$ cat src/rtl/mmc_cmd_seq.sv
`default_nettype none
// +--------------------------------------------------------------------------+
// | mmc_cmd_seq : builds and bit-bangs a 48-bit MMC command frame through     |
// |   the controller register port, optionally capturing the 48-bit response. |
// |   Optional response CRC check: `define MMC_RESP_CRC_CHECK_EN              |
// | Revision: 1.0                                                             |
// +--------------------------------------------------------------------------+
module mmc_cmd_seq #(
   parameter logic [2:0]  ADR_OE  = 3'd0,
   parameter logic [2:0]  ADR_CMD = 3'd1,
   parameter logic [2:0]  ADR_ADV = 3'd3,
   parameter int unsigned NCR_MAX = 64
) (
   input  logic        wb_clk_i,
   input  logic        wb_rst_i,
   input  logic        cmd_start,
   input  logic [5:0]  cmd_index,
   input  logic [31:0] cmd_arg,
   input  logic        resp_en,
   output logic        busy,
   output logic        done,
   output logic [47:0] resp,
   output logic        resp_timeout,
   output logic        resp_crc_err,
   output logic        wbm_cyc_o,
   output logic        wbm_stb_o,
   output logic        wbm_we_o,
   output logic [2:0]  wbm_adr_o,
   output logic [7:0]  wbm_dat_o,
   input  logic [7:0]  wbm_dat_i,
   input  logic        wbm_ack_i
);

   typedef enum logic [3:0] {
      S_IDLE    = 4'd0,
      S_OE_ON   = 4'd1,
      S_TX_BIT  = 4'd2,
      S_TX_ADV  = 4'd3,
      S_TX_POLL = 4'd4,
      S_OE_OFF  = 4'd5,
      S_RX_ADV  = 4'd6,
      S_RX_POLL = 4'd7,
      S_RX_READ = 4'd8,
      S_FINISH  = 4'd9
   } state_t;

   localparam logic [7:0] c_ncr_last = 8'(NCR_MAX - 1);

   // CRC7, polynomial x^7 + x^3 + 1, one input bit per step
   function automatic logic [6:0] crc7_step(input logic [6:0] crc, input logic din);
      logic fb;
      fb = din ^ crc[6];
      return {crc[5:3], crc[2] ^ fb, crc[1:0], fb};
   endfunction

   state_t      r_state;
   logic [47:0] r_shift;
   logic [5:0]  r_bit_cnt;
   logic [6:0]  r_crc;
   logic        r_resp_en;
   logic        r_hunt;
   logic [7:0]  r_ncr;
   logic        r_busy;
   logic        r_done;
   logic [47:0] r_resp;
   logic        r_timeout;
   logic        r_cyc;
   logic        r_we;
   logic [2:0]  r_adr;
   logic [7:0]  r_dat;

   logic        w_access;
   logic        w_we;
   logic [2:0]  w_adr;
   logic [7:0]  w_dat;
   logic        w_acked;
   logic        w_rx_bit;
   logic        w_crc_phase;
   logic [2:0]  w_crc_sel;
   logic        w_tx_bit;
   logic        w_unused;

   assign w_acked     = r_cyc & wbm_ack_i;
   assign w_rx_bit    = wbm_dat_i[0];
   assign w_unused    = ^wbm_dat_i[7:1];
   // Bits 7..1 of the frame come from the CRC, which is complete once bit 8 has gone out
   assign w_crc_phase = (r_bit_cnt != 6'd0) && (r_bit_cnt < 6'd8);
   assign w_crc_sel   = r_bit_cnt[2:0] - 3'd1;
   assign w_tx_bit    = w_crc_phase ? r_crc[w_crc_sel] : r_shift[47];

   always_comb begin
      w_access = 1'b1;
      w_we     = 1'b1;
      w_adr    = ADR_CMD;
      w_dat    = 8'h00;
      case (r_state)
         S_OE_ON:   begin w_adr = ADR_OE; w_dat = 8'h02; end
         S_TX_BIT:  w_dat = {7'd0, w_tx_bit};
         S_TX_ADV:  w_adr = ADR_ADV;
         S_TX_POLL: begin w_we = 1'b0; w_adr = ADR_ADV; end
         S_OE_OFF:  w_adr = ADR_OE;
         S_RX_ADV:  w_adr = ADR_ADV;
         S_RX_POLL: begin w_we = 1'b0; w_adr = ADR_ADV; end
         S_RX_READ: w_we = 1'b0;
         default:   w_access = 1'b0;
      endcase
   end

`ifdef MMC_RESP_CRC_CHECK_EN
   logic r_crc_err;
   assign resp_crc_err = r_crc_err;
`else
   assign resp_crc_err = 1'b0;
`endif

   always_ff @(posedge wb_clk_i or posedge wb_rst_i) begin
      if (wb_rst_i) begin
         r_state   <= S_IDLE;
         r_shift   <= '0;
         r_bit_cnt <= '0;
         r_crc     <= '0;
         r_resp_en <= 1'b0;
         r_hunt    <= 1'b0;
         r_ncr     <= '0;
         r_busy    <= 1'b0;
         r_done    <= 1'b0;
         r_resp    <= '0;
         r_timeout <= 1'b0;
         r_cyc     <= 1'b0;
         r_we      <= 1'b0;
         r_adr     <= '0;
         r_dat     <= '0;
`ifdef MMC_RESP_CRC_CHECK_EN
         r_crc_err <= 1'b0;
`endif
      end else begin
         r_done <= 1'b0;
         // Every access state first spends one cycle with cyc low, then raises it
         if (w_access && !r_cyc) begin
            r_cyc <= 1'b1;
            r_we  <= w_we;
            r_adr <= w_adr;
            r_dat <= w_dat;
         end else if (w_acked) begin
            r_cyc <= 1'b0;
         end

         case (r_state)
            S_IDLE: begin
               if (cmd_start) begin
                  r_shift   <= {2'b01, cmd_index, cmd_arg, 7'd0, 1'b1};
                  r_bit_cnt <= 6'd47;
                  r_crc     <= '0;
                  r_resp_en <= resp_en;
                  r_resp    <= '0;
                  r_timeout <= 1'b0;
`ifdef MMC_RESP_CRC_CHECK_EN
                  r_crc_err <= 1'b0;
`endif
                  r_busy    <= 1'b1;
                  r_state   <= S_OE_ON;
               end
            end
            S_OE_ON:  if (w_acked) r_state <= S_TX_BIT;
            S_TX_BIT: if (w_acked) r_state <= S_TX_ADV;
            S_TX_ADV: if (w_acked) r_state <= S_TX_POLL;
            S_TX_POLL: begin
               if (w_acked && w_rx_bit) begin
                  if (r_bit_cnt >= 6'd8)
                     r_crc <= crc7_step(r_crc, r_shift[47]);
                  r_shift <= {r_shift[46:0], 1'b0};
                  if (r_bit_cnt == 6'd0) begin
                     r_state <= S_OE_OFF;
                  end else begin
                     r_bit_cnt <= r_bit_cnt - 6'd1;
                     r_state   <= S_TX_BIT;
                  end
               end
            end
            S_OE_OFF: begin
               if (w_acked) begin
                  r_hunt  <= 1'b1;
                  r_ncr   <= '0;
                  r_crc   <= '0;
                  r_state <= r_resp_en ? S_RX_ADV : S_FINISH;
               end
            end
            S_RX_ADV:  if (w_acked) r_state <= S_RX_POLL;
            S_RX_POLL: if (w_acked && w_rx_bit) r_state <= S_RX_READ;
            S_RX_READ: begin
               if (w_acked) begin
                  if (r_hunt) begin
                     if (!w_rx_bit) begin
                        r_hunt    <= 1'b0;
                        r_resp    <= {r_resp[46:0], w_rx_bit};
                        r_bit_cnt <= 6'd46;
`ifdef MMC_RESP_CRC_CHECK_EN
                        r_crc     <= crc7_step(r_crc, w_rx_bit);
`endif
                        r_state   <= S_RX_ADV;
                     end else if (r_ncr == c_ncr_last) begin
                        r_timeout <= 1'b1;
                        r_resp    <= '1;
                        r_state   <= S_FINISH;
                     end else begin
                        r_ncr   <= r_ncr + 8'd1;
                        r_state <= S_RX_ADV;
                     end
                  end else begin
                     r_resp <= {r_resp[46:0], w_rx_bit};
`ifdef MMC_RESP_CRC_CHECK_EN
                     if (r_bit_cnt >= 6'd8)
                        r_crc <= crc7_step(r_crc, w_rx_bit);
                     // r_resp[6:0] becomes resp[7:1] once this last bit is shifted in
                     if (r_bit_cnt == 6'd0)
                        r_crc_err <= (r_crc != r_resp[6:0]);
`endif
                     if (r_bit_cnt == 6'd0) begin
                        r_state <= S_FINISH;
                     end else begin
                        r_bit_cnt <= r_bit_cnt - 6'd1;
                        r_state   <= S_RX_ADV;
                     end
                  end
               end
            end
            S_FINISH: begin
               r_done  <= 1'b1;
               r_busy  <= 1'b0;
               r_state <= S_IDLE;
            end
            default: r_state <= S_IDLE;
         endcase
      end
   end

   assign busy         = r_busy;
   assign done         = r_done;
   assign resp         = r_resp;
   assign resp_timeout = r_timeout;
   assign wbm_cyc_o    = r_cyc;
   assign wbm_stb_o    = r_cyc;
   assign wbm_we_o     = r_we;
   assign wbm_adr_o    = r_adr;
   assign wbm_dat_o    = r_dat;

endmodule
`default_nettype wire
$ cat config.mk
export PLATFORM = sky130hd
export DESIGN_NAME = mmc_cmd_seq
export DESIGN_NICKNAME = d
export VERILOG_FILES = /design/src/rtl/mmc_cmd_seq.sv
export SDC_FILE = /design/constraint.sdc
export NUM_CORES = 1
export LEC_CHECK = 0
export CAP_MARGIN = 20
export CELL_PAD_IN_SITES_DETAIL_PLACEMENT = 0
export CELL_PAD_IN_SITES_GLOBAL_PLACEMENT = 1
export CORE_MARGIN = 2
export CORE_UTILIZATION = 40
export DETAILED_ROUTE_END_ITERATION = 10
export PLACE_DENSITY_LB_ADDON = 0.12
export SLEW_MARGIN = 5
export SYNTH_ARGS = -nofsm -noshare
export SYNTH_HDL_FRONTEND = slang
export SYNTH_SLANG_ARGS = --single-unit
export TNS_END_PERCENT = 10
$ cat constraint.sdc
create_clock -name wb_clk_i -period 6.2 [get_ports wb_clk_i]
set_input_delay 1.24 -clock wb_clk_i [delete_from_list [all_inputs] [get_ports wb_clk_i]]
set_output_delay 1.24 -clock wb_clk_i [all_outputs]
set_load 0.03 [all_outputs]
; Yosys cells after proc, flatten, opt, wreduce, memory -nomap -nowiden
; Cells that the tools add are included.
[totals]
regBits = 139
out_inout_bits = 66
inputBits = 51
word_cells = 144
[op_classes]
muxes = 66
reduce_logical = 28
bitwise_logic = 3
addsub = 3
n_eq_ne = 26
order_cmp = 3
[op_table]
columns = operator, n
row1 = $mux 48, 7
row2 = $pmux 48 s2, 2
row3 = $mux 4, 14
row4 = $mux 8, 5
row5 = $mux 6, 6
row6 = $pmux 4 s9, 1
row7 = $mux 7, 4
row8 = $ne 2x2->1 const B, 14
row9 = $pmux 7 s3, 1
row10 = $pmux 6 s3, 1
row11 = $mux 1, 17
row12 = $eq 4x3->1 const B, 4
row13 = $pmux 8 s2, 1
row14 = $reduce_and 6->1, 2
row15 = $reduce_and 5->1, 2
row16 = $reduce_bool 2->1, 5
row17 = $reduce_and 9->1, 1
row18 = $add 8x1->8 const B, 1
row19 = $eq 4x2->1 const B, 2
row20 = $eq 4x4->1 const B, 2
row21 = $eq 8x6->1 const B, 1
row22 = $pmux 2 s2, 2
row23 = $reduce_or 8->1, 1
row24 = $ge 6x4->1 const B, 1
row25 = other kinds (24), 32

; Depth between registers and ports, before layout
[logic_depth]
depth_word = 6
mapped_depth = 8
ltp_nobuf = 7

; Least setup slack after synthesis
; Ideal clock, no wire load.
[synth_path]
path_kind = input-to-reg
start = input port wbm_dat_i[0]
end = register r_ncr[7]
path_stages = 5
required_time_ns = 6.122
setup_slack_ns = 3.588
arrival_time_ns = 2.534
setup_time_ns = 0.078
path_buffers = 0
cell_sequence = nand4bb_1 a211o_1 a21o_4 or4_1 a21oi_1
[synth_via]
elab_chain_cells = 2
[synth_lines]
columns = element, line_no
row1 = "start, declared", 30  ; input logic [7:0] wbm_dat_i,
row2 = $ne 2x2->1 (no source line), --
row3 = $reduce_and 6->1 (no source line), --
row4 = "end signal, assigned", 206  ; r_ncr <= r_ncr + 8'd1;
row5 = "end, declared", 62  ; logic [7:0] r_ncr;
; Every way passes these cells.
; A chain may end at the register's enable or synchronous reset.

; Worst setup path in the final report
[layout_path]
start = register r_state[3]
end = register r_resp[33] (netlist: resp[33])
[layout_via]
elab_chain_cells = 3
word_cells_on_any_way = 8
classes_between = eq/ne (4) / mux (1) / reduce/logical (3)
[layout_lines]
columns = element, line_no
row1 = "start, declared", 56  ; state_t r_state;
row2 = "start signal, assigned", 185  ; r_state <= r_resp_en ? S_RX_ADV : S_FINISH;
row3 = $eq 4x4->1 or $logic_not 4->1 (tied branches), 148  ; case (r_state)
row4 = $ne 4x4->1 (no source line) (tied with other cells), --
row5 = $reduce_and 4->1 (no source line), --
row6 = "end signal, assigned", 195  ; r_resp <= {r_resp[46:0], w_rx_bit};
row7 = "end signal, assigned", 210  ; r_resp <= {r_resp[46:0], w_rx_bit};
row8 = "end, declared", 65  ; logic [47:0] r_resp;
; Parallel ways exist; a longest one is shown, timed or not.

==> flow_summary.rst <==
.. list-table::
   :header-rows: 1

   * - Metric
     - Value
   * - Antenna cell count
     - 0
   * - H-tree levels
     - 4
   * - Top_reg_cell synth
     - sky130_fd_sc_hd__dfrtp_1
   * - Worst Hold End
     - resp_timeout$_DFFE_PP0P_
   * - Worst vdd ir
     - roughly 0.00021 V
   * - Clock tree skew after final layout
     - a little under 0.008 ns
   * - Wire length of the first global-routing pass
     - 24.92 mm
   * - Worst-case headroom to the max-slew limit
     - 32.02%
   * - Setup bufs post-CTS
     - 0
   * - Cell type contributing the most total cell area after synthesis
     - sky130_fd_sc_hd__dfrtp_1
   * - Number of top-level design ports
     - around 120
   * - Kind of end point of the critical path
     - flip-flop
   * - Post-route clock period utilization
     - roughly 60%
   * - Cell Area, Synth
     - 6500 um2
   * - CTS buffer count
     - 17
   * - Global route total overflow
     - 0
   * - Initial standard-cell utilization of the core
     - around 41%
   * - Total routing resource utilization after global routing
     - 17.59%
   * - Routed wire per std cell
     - 14.62 um
   * - Minimum clock period after layout
     - 3.712 ns
   * - Clock transition at the registers of the reported paths
     - 0.06 ns
   * - Warning count from the yosys run
     - 0
   * - Maximum clock frequency
     - 0.2694 GHz
   * - Async set or reset register ratio after synthesis
     - 100.0%
   * - Startpoint of the worst hold path
     - resp_timeout$_DFFE_PP0P_
   * - Crit path max-delay cell type
     - sky130_fd_sc_hd__dfrtp_1
   * - Clock sink total
     - 132
   * - Power density relative to cell area
     - 397.5 nW/um2
   * - Unrepaired setup endpoints after global routing
     - false
   * - Pin count of the biggest net entering global routing
     - 77
   * - Final count of pins violating max slew
     - 0
   * - Most common cell in the netlist
     - sky130_fd_sc_hd__dfrtp_1
   * - Area of the die
     - 17290 um2
   * - Sequential share of the synthesized area
     - approximately 51%
   * - Worst hold path depth
     - 1
   * - Detailed placer's ending HPWL
     - approximately 9.3 mm
   * - Die outline height
     - 131.5 um
   * - Worst Setup Start Kind
     - flip-flop
   * - Worst Reg-to-Reg Cells
     - 7
   * - Post-layout net count
     - 817
   * - Unique masters post-synth
     - 60
   * - Most used standard cells in the synthesized netlist
     - sky130_fd_sc_hd__dfrtp_1 (132), sky130_fd_sc_hd__o21ai_1 (112), sky130_fd_sc_hd__nand2_1 (85), sky130_fd_sc_hd__inv_1 (58), sky130_fd_sc_hd__o211ai_1 (49)
   * - Biggest cell delay along the critical path
     - 0.84 ns
   * - Number of setup violations in the final report
     - 0
   * - Largest buffer count on any clock path
     - 2
   * - Area share of the largest cell type after synthesis
     - 50.82%
   * - PostCTS Resize Cnt
     - 0
   * - Setup CP Type
     - reg2reg
   * - Port Buffers
     - 101
   * - Share of cells above drive strength 1
     - 6.314%
   * - Antenna viol nets, final
     - 0
   * - First-pass DRT Iterations
     - 4
   * - Number of enable flip-flop cells after synthesis
     - 0
   * - Area added between synthesis and finish
     - 26.04%
   * - Drt drc
     - 0
   * - Ordered list of cells on the worst path
     - nor4b_4, buf_4, nand2_1, o21ai_4, buf_4, o211ai_1, o21ai_1
   * - Class of the tightest hold or removal check
     - reg2reg
   * - Number of vias per cell after detailed routing
     - about 5.1
   * - Iteration-0 DRC Markers
     - 335
   * - Area contributors post-synth
     - sky130_fd_sc_hd__dfrtp_1 (51%), sky130_fd_sc_hd__o21ai_1 (8.6%), sky130_fd_sc_hd__mux2i_1 (5.9%)
   * - Critical path required time
     - about 6.5 ns
   * - Flip-flop and latch count after synthesis
     - 132
   * - Run status
     - finished, final reports clean
   * - Startpoint of the worst register-to-register path
     - r_state[3]$_DFFE_PP0P_
   * - Floorplan core area
     - 15890 um2
   * - Number of max-cap violations
     - 0
   * - R2r setup slk
     - 2.49 ns
   * - Routability congestion estimate
     - ~0.80
   * - Clock latency on the worst-skew pair
     - 0.41 ns
   * - Total length of routed wires
     - 14.50 mm
   * - Fillers
     - 1484
   * - Hold WS
     - between 0.4 and 0.5 ns
   * - Initial antenna violation count
     - 0
   * - Largest fanout of any net on the critical path
     - 61
   * - Std cell rows
     - 46
   * - Setup TNS
     - 0 ns
   * - CTS Hold Bufs
     - 0
   * - Critical Path AT
     - approximately 4 ns
   * - Horizontal die dimension
     - 131.5 um
   * - CTS tree
     - built
   * - Cell at the root of the clock tree
     - sky130_fd_sc_hd__clkbuf_16
   * - Via count of the first global-routing pass
     - 5001
   * - Leakage power summed over all cells
     - between 3 and 4 nW
   * - Post-synthesis area per instance
     - between 9 and 10 um2
   * - End of the worst register-to-register path
     - resp[33]$_DFFE_PP0P_
   * - Crit path top cell by count
     - sky130_fd_sc_hd__buf_4
   * - Measured slew at the worst slew-check pin
     - 0.9941 ns
   * - Number of cells produced by synthesis
     - 687
   * - Vias after detailed routing
     - 5107
   * - Final Hold Fails
     - 0
-- stage by stage --
step | utilization, % | total power, mW | worst slack (ns) | instance area [um2] | cells
floorplan | - | 1.979 | 1.434 | 6526 | 694
global placement | 47.68 | 2.190 | 2.296 | 7575 | 960
detailed placement | 47.68 | 2.225 | 2.215 | 7575 | 960
CTS | 51.58 | 3.302 | 2.468 | 8193 | 992
global route | 51.58 | 3.482 | 2.046 | 8193 | 992
finish | 51.58 | 3.257 | 2.488 | 8193 | 992
-- critical path, delay by kind of cell, from the launching register on --
family | cells | cell delay, ns
buffers and inverters | 2 | 1.16
AOI/OAI and AO/OA | 3 | 1.03
DFF | 1 | 0.84
and+or+nand+nor | 2 | 0.57
-- how the worst max path moves through the flow --
stage                      startpoint                    to  slack, ns  cells past startpoint
4_1_cts        r_state[3]$_DFFE_PP0P_  resp[24]$_DFFE_PP0P_       2.47                      7
3_3_place_gp                wbm_ack_i   resp[1]$_DFFE_PP0P_       2.30                      7
5_1_grt        r_state[3]$_DFFE_PP0P_  resp[28]$_DFFE_PP0P_       2.05                      7
2_1_floorplan                wb_rst_i      busy$_DFFE_PP0P_       1.43                      1
3_5_place_dp                wbm_ack_i  resp[33]$_DFFE_PP0P_       2.21                      7
6_report       r_state[3]$_DFFE_PP0P_  resp[33]$_DFFE_PP0P_       2.49                      7
-- cells in the final DEF (no fill, tap or decap), drive strengths merged, types with 4 or more instances in the layout --
master and count:
a211oi 7, a21oi 15, and3 4, buf 7, bufinv 4, clkbuf 22
clkdlybuf4s50 101, clkinv 6, conb 8, dfrtp 132, inv 59, mux2 5
mux2i 38, nand2 85, nand2b 4, nand3 13, nand3b 4, nor2 23
nor3 8, o211ai 49, o21ai 123, o31ai 4, xnor2 5
-- report_power, final --
part | leakage (nW) | total [mW] | switching (mW) | internal [mW]
combinational | 1.44 | 0.951 | 0.586 | 0.365
clock | 0.308 | 1.05 | 0.363 | 0.691
sequential | 1.73 | 1.25 | 0.198 | 1.05
-- state kept, by name, indices dropped and copies added, names as in the netlist --
name	flops
busy	1
done	1
r_crc	7
resp_timeout	1
r_shift	48
r_state	4
r_resp_en	1
r_bit_cnt	6
wbm_dat_o	2
r_ncr	8
r_hunt	1
wbm_we_o	1
wbm_adr_o	2
wbm_cyc_o	1
resp	48
-- cell families (layout without fill, tap and decap cells) --
kind of cell             Yosys count  after routing  synth area share, %
AO/OA/AOI/OAI                    222            222                20.67
adder cells (fa/ha/maj)            3              3               0.5775
AND/OR/NAND/NOR                  161            161                11.74
flip-flops                       132            132                50.82
buffers and inverters            117            199                8.123
other                              1              8              0.05769
XOR/XNOR                           7              7               0.9432
multiplexers                      44             44                7.064
-- layout make-up --
| type | instances | area, um2 | area share [%] |
|---|---|---|---|
| clock inverter | 10 | 153.9 | 1.878 |
| multi-input combinational | 445 | 2714 | 33.12 |
| tap | 216 | 270.3 | 3.299 |
| inverter | 59 | 224.0 | 2.734 |
| timing repair buffer | 108 | 1064 | 12.98 |
| clock buffer | 22 | 464.2 | 5.666 |
| sequential | 132 | 3303 | 40.32 |
-- per-layer routing --
| metal | wire, um | track usage, % | share of wire (%) | vias up |
|---|---|---|---|---|
| li1 | - | - | - | 2543 |
| met1 | 6780 | 23.08 | 47 | 2437 |
| met2 | 6737 | 27.81 | 46 | 103 |
| met3 | 621 | 4.437 | 4.3 | 24 |
| met4 | 361 | 7.307 | 2.5 | 0 |
| met5 | 0 | 0 | 0 | - |
(Power assumes the default switching activity.)
